$ cat config.mk
export PLATFORM = sky130hd
export DESIGN_NAME = stall_ctrl
export DESIGN_NICKNAME = d
export VERILOG_FILES = /design/src/rtl/stall_ctrl.sv
export SDC_FILE = /design/constraint.sdc
export NUM_CORES = 1
export LEC_CHECK = 0
export ABC_AREA = 1
export CORE_UTILIZATION = 46
export DETAILED_ROUTE_END_ITERATION = 10
export PLACE_DENSITY = 0.74
export SETUP_SLACK_MARGIN = 0.4
export SYNTH_ARGS = -nofsm -noshare
export SYNTH_HDL_FRONTEND = slang
export SYNTH_SLANG_ARGS = --single-unit
$ cat constraint.sdc
create_clock -name clk -period 1.7 [get_ports clk]
set_input_delay 0.255 -clock clk [delete_from_list [all_inputs] [get_ports clk]]
set_output_delay 0.255 -clock clk [all_outputs]
set_load 0.03 [all_outputs]
$ cat src/rtl/stall_ctrl.sv
// Stall/hazard controller: load-use, multi-cycle divide and MEM wait-state holds.
// Stall vector is combinational from state + ID/EX/MEM inputs; flush and reset mask everything.
module stall_ctrl #(
  parameter int DIV_LAT = 33
) (
  input  logic        clk,
  input  logic        rst,
  input  logic        id_re1,
  input  logic [4:0]  id_raddr1,
  input  logic        id_re2,
  input  logic [4:0]  id_raddr2,
  input  logic        ex_wreg,
  input  logic [4:0]  ex_waddr,
  input  logic        ex_is_load,
  input  logic        ex_div_start,
  input  logic        mem_stall_req,
  input  logic        flush,
  output logic [5:0]  stall,
  output logic        div_busy,
  output logic        div_done,
  output logic [31:0] stall_cycles
);

  localparam int CW = (DIV_LAT > 2) ? $clog2(DIV_LAT) : 1;

  typedef enum logic {
    RUN,
    DIV_WAIT
  } state_t;

  state_t        state;
  logic [CW-1:0] cnt;
  logic          lu;
  logic          div_hold;
  logic          kill;

  assign lu = ex_wreg && ex_is_load && (ex_waddr != 5'd0) &&
              ((id_re1 && (id_raddr1 == ex_waddr)) ||
               (id_re2 && (id_raddr2 == ex_waddr)));

  assign div_hold = ((state == RUN) && ex_div_start) ||
                    ((state == DIV_WAIT) && (cnt != '0));

  // Reset and flush both squash every output in the cycle they are asserted.
  assign kill = rst || flush;

  always_comb begin
    stall = 6'b000000;
    if (!kill) begin
      if (lu)            stall = stall | 6'b000111;
      if (div_hold)      stall = stall | 6'b001111;
      if (mem_stall_req) stall = stall | 6'b011111;
    end
  end

  assign div_busy = !kill && (((state == RUN) && ex_div_start) || (state == DIV_WAIT));
  assign div_done = !kill && (state == DIV_WAIT) && (cnt == '0);

  always_ff @(posedge clk) begin
    if (rst) begin
      state        <= RUN;
      cnt          <= '0;
      stall_cycles <= 32'd0;
    end else begin
      if (stall[0]) stall_cycles <= stall_cycles + 32'd1;
      if (flush) begin
        state <= RUN;
        cnt   <= '0;
      end else begin
        case (state)
          RUN: begin
            if (ex_div_start) begin
              state <= DIV_WAIT;
              cnt   <= CW'(DIV_LAT - 2);
            end
          end
          DIV_WAIT: begin
            // Counter keeps running under MEM wait states; EX holds the result.
            if (cnt == '0) state <= RUN;
            else           cnt   <= cnt - CW'(1);
          end
          default: begin
            state <= RUN;
            cnt   <= '0;
          end
        endcase
      end
    end
  end

endmodule

# After elaboration in Yosys (flattened, before gate mapping)
# Cells that the tools add are included.
dict set report word_totals {
  regBits 39
  n_memories 0
  output_inout_bits 40
  mem_bits_rw 0
  input_bits 24
  elab_cells 40
  latchBits 0
  mem_bits_ro 0
}
dict set report classes {
  div 0
  n_reduce_logical 20
  n_mul 0
  shifts 0
  n_bitwise 1
  n_mux 10
  order_cmp 0
  n_eq_ne 4
  n_addsub 2
}
# operator count
set ops {}
lappend ops {{$add 32x1->32 const B} 1}
lappend ops {{$mux 6} 3}
lappend ops {{$pmux 6 s2} 1}
lappend ops {{$eq 5x5->1} 2}
lappend ops {{$logic_and 1x1->1} 10}
lappend ops {{$logic_not 6->1} 1}
lappend ops {{$reduce_bool 6->1} 1}
lappend ops {{$sub 6x1->6 const B} 1}
lappend ops {{$mux 5} 1}
lappend ops {{$reduce_bool 5->1} 1}
lappend ops {{$logic_or 1x1->1} 4}
lappend ops {{$mux 4} 1}
lappend ops {{$ne 2x2->1 const B} 2}
lappend ops {{$mux 3} 1}
lappend ops {{$mux 1} 2}
lappend ops {{$pmux 1 s2} 1}
lappend ops {{$reduce_and 2->1} 1}
lappend ops {{$reduce_or 2->1} 1}
lappend ops {{$logic_not 1->1} 1}
lappend ops {{$not 1->1} 1}

# Longest topological paths before layout
dict set report logic_depth {
  ltp_word 8
  depth_mapped 11
}

# Worst setup path before layout
# Ideal clock, no wire load.
dict set report synth_timing {
  kind {register to register}
  startpoint {register stall_cycles[0]}
  endpoint {register stall_cycles[16]}
  arrival_time_ps 1699
  path_buffers 1
  path_stages_with_launch 10
  slack_ps -70
  synth_period_minus_slack_ps 1770
  cell_sequence {dfxtp_1 > ha_1 > buf_2 > nand3_1 > inv_1 > nand2_1 > nor2_1 > xor2_1 > nand2_1 > a21oi_1}
}
dict set report synth_via {
  elab_chain_cells 1
}
# element line
set synth_lines {}
lappend synth_lines {{start, declared} 21} ;# output logic [31:0] stall_cycles
lappend synth_lines {{start signal, assigned} 65} ;# if (stall[0]) stall_cycles <= stall_cycles + 32'd1;
lappend synth_lines {{$add 32x1->32} 65}
# No other way between the ends.
# A chain may end at the register's enable or synchronous reset.

# Final worst setup path
dict set report layout_timing {
  startpoint {register cnt[1]}
  endpoint {output port stall[3]}
}
dict set report layout_via {
  elab_chain_cells 6
}
# element line
set layout_lines {}
lappend layout_lines {{start, declared} 32} ;# logic [CW-1:0] cnt;
lappend layout_lines {{start signal, assigned} 74} ;# cnt <= CW'(DIV_LAT - 2);
lappend layout_lines {{start signal, assigned} 80} ;# else cnt <= cnt - CW'(1);
lappend layout_lines {{$reduce_bool 6->1} 42} ;# ((state == DIV_WAIT) && (cnt != '0));
lappend layout_lines {{$logic_and 1x1->1} 42}
lappend layout_lines {{$logic_or 1x1->1} 41} ;# assign div_hold = ((state == RUN) && ex_div_start) ||
lappend layout_lines {{$mux 4} 51} ;# if (div_hold) stall = stall | 6'b001111;
lappend layout_lines {{$mux 5} 52} ;# if (mem_stall_req) stall = stall | 6'b011111;
lappend layout_lines {{$mux 6} 49} ;# if (!kill) begin
lappend layout_lines {{end, declared} 18} ;# output logic [5:0] stall,
# No other way between the ends.

==> flow_summary.ini <==
[run_status]
status = complete, but fails checks
violations = negative setup slack

[placed_design]
io_buffers = 62
dp_hpwl_microns = 5620
globalplace.congestion = 0.940

[sta]
final_hold_viol_count = 0
period_share_pct = 103
fin_skew_ns = 0.00816
tns_ns = -0.215
fmax_mhz = 569
setup_viol = 5
rsz0062_at_grt = true
setup_slack_ns = -0.0584
slew_viol_final = 0
fin_crit_ns = 1.76

[worst_setup_path]
path_cells = inv_2 > ha_4 > nand4_4 > nand2_4 > inv_4 > nor2_8 > clkinvlp_4 > buf_6
cp.required_ns = 1.44
reg2reg_from = cnt[1]
slowest_delay_ns = 0.34
critPathBufInv = 4
cpLargestDelayFamily = simple AND/OR/NAND/NOR gates
worst_r2r_path_depth = 10
cp_max_fo = 3
critPathKind = flip-flop to primary output
start_kind = flip-flop
reg2reg_to = stall_cycles[24]
cp-end-kind = primary output
rrSetupSlack_ns = 0.05
crit_path_top_delay_cell = dfxtp_2
cp.arrival_ns = 1.50

[cells_and_area]
fin_nets = 558
diodes = 0
synthToLayoutAreaGrowth_pct = 41.7
final_util_pct = 67.3
drive_gt1_share_pct = 32.3

[floorplan]
std_cell_rows = 28
die_area_sq_um = 6430
coreArea_sq_um = 5920
ios = 64
initial_core_util_pct = 47.5
die_y_microns = 80.2
die_w_microns = 80.2

[min_path]
min_path_cells = 6
hold_start = flush
hold_end = state
min_path_type = input port to flip-flop

[drt]
avgViaCountPerCell = 5.33
drt_wl_total_microns = 8550
routed-wl-met3_microns = 505
vias = 3235
wire_per_inst_microns = 14.1
highest_layer = met4
drtPass1Iterations = 6
ant_nets = 0
wl_met2_microns = 3890
drc = 0
wl_met1_microns = 4050
drt_iter0_drc = 256

[logic_synthesis]
yosysWarnings = 0
syn_inst = 452
synth_common_cells = 164 x nand2_1, 60 x nor2_1, 39 x dfxtp_1, 39 x nand3_1, 35 x a21oi_1
synth-edff-count = 0
synth-seq-cells = 39
yosys.area.top_type_share_pct = 27.8
synth_top_cell_by_area = dfxtp_1
syn-num-nets = 479
synth_ff_type = dfxtp_1
synthTopCellsByArea = dfxtp_1 28%, nand2_1 22%, nor2_1 8.0%, nand3_1 6.9%, a21oi_1 6.2%
syn_area_per_cell_sq_um = 6.22
synth.most_common_cell = nand2_1
syn_area_sq_um = 2810
ys_types = 31
ys_seq_area_share_pct = 27.8
synthArstFlopShare_pct = 0

[pwr]
p_leak_uw = 0.00158
peakVddDrop_v = 0.000296
power_density_nw_per_um2 = 534

[clock_network]
cts-root-buf = clkbuf_8
clkLatencyLatePin_ns = 0.30
cts_inserted_buffers = 5
cts.sinks = 39
clk_pin_slew_ns = 0.09
htree_levels = 2
cts_buffer_depth = 2
cts_tree = built

[global_routing]
track_usage_pct = 26.8
grt_overflow = 0
antenna_found_initial = 0
grt_max_degree = 33
grt_pass1_vias = 2903
grt_pass1_wl_microns = 13500

[job]
cap_violations = 0
==> worst max path at each step <==
| stage | startpoint | to | slack [ns] | depth (start not counted) |
|---|---|---|---|---|
| after detailed placement | ex_waddr[0] | stall_cycles[30] | -0.25 | 12 |
| after CTS | cnt[0] | stall[3] | -0.04 | 8 |
| final | cnt[1] | stall[3] | -0.06 | 8 |
| after global placement | ex_waddr[0] | stall_cycles[10] | -0.18 | 12 |
| after floorplan | rst | stall[1] | 0.07 | 10 |
| after global routing | cnt[1] | stall[3] | -0.12 | 8 |
==> placed cells by master, fill, tap and decap left out, drive strengths merged <==
| master | instances |
|---|---|
| a21oi | 37 |
| xor2 | 11 |
| a31o | 1 |
| a31oi | 1 |
| clkdlybuf4s15 | 15 |
| clkinvlp | 1 |
| inv | 32 |
| clkdlybuf4s18 | 1 |
| nand2 | 168 |
| ha | 3 |
| nand3b | 12 |
| o21ai | 5 |
| clkdlybuf4s50 | 4 |
| dlygate4sd2 | 12 |
| clkinv | 1 |
| nand4 | 7 |
| xnor2 | 7 |
| nor2 | 70 |
| bufbuf | 1 |
| clkbuf | 9 |
| dfxtp | 39 |
| conb | 1 |
| dlymetal6s2s | 5 |
| buf | 49 |
| nand3 | 40 |
==> what timing repair did <==
action / 4_1_cts / 5_1_grt
hold buffers: 0 / 0
gates resized for setup: 177 / 41
pin swaps: 31 / 10
setup buffers: 11 / 5
hold endpoints to repair: 0 / 0
cloned: 1 / 1
setup endpoints to repair: 71 / 56
==> layer usage <==
layer,vias to the layer above,track usage (%)
li1,1592,-
met1,1510,36.8
met5,-,0
met3,15,4.32
met2,118,43.3
met4,0,7.32
==> flip-flops by register name (all words and copies together) (netlist names) <==
name / cells
stall_cycles: 32
cnt: 6
state: 1
==> cell type report <==
class,instances,area (sq um)
Clock inverter,1,5.00
Fill cell,529,1940
Inverter,33,135
Sequential cell,39,826
Clock buffer,7,108
Timing Repair Buffer,89,841
Multi-Input combinational cell,363,1970
Tap cell,75,93.8
==> power breakdown <==
group | switching (uW) | internal (uW)
sequential | 16.8 | 922
clock | 350 | 416
combinational | 231 | 192
total | 597 | 1530
==> cells by family (layout without fill, tap and decap cells) <==
family / after synthesis / in the layout / synth area share [%]
simple gates: 297 / 297 / 47.7
buf+inv: 50 / 130 / 9.17
compound gates: 44 / 44 / 8.28
flops: 39 / 39 / 27.8
xor+xnor: 18 / 18 / 5.61
fa+ha+maj: 3 / 3 / 1.34
other cells: 1 / 1 / 0.133
==> stage by stage <==
| step | area, sq um | hold WS [ns] | setup WS (ns) | power [uW] | std cells |
|---|---|---|---|---|---|
| global placement | 3530 | 0.479 | -0.184 | 1290 | 581 |
| global route | 3980 | 0.385 | -0.117 | 2210 | 607 |
| CTS | 3930 | 0.359 | -0.0436 | 2100 | 601 |
| finish | 3980 | 0.367 | -0.0584 | 2130 | 607 |
| floorplan | 2910 | 0.408 | 0.0696 | 1190 | 452 |
| detailed placement | 3530 | 0.489 | -0.245 | 1290 | 581 |
==> worst reg2reg max path, delay by kind of cell (launching register included) <==
kind                       cells  cell delay, ns
buffers and inverters          4            0.50
and+or+nand+nor                4            0.47
adders and majority gates      1            0.14
AOI/OAI and AO/OA              1            0.15
DFF                            1            0.34
Power figures use the tool's default switching activity.
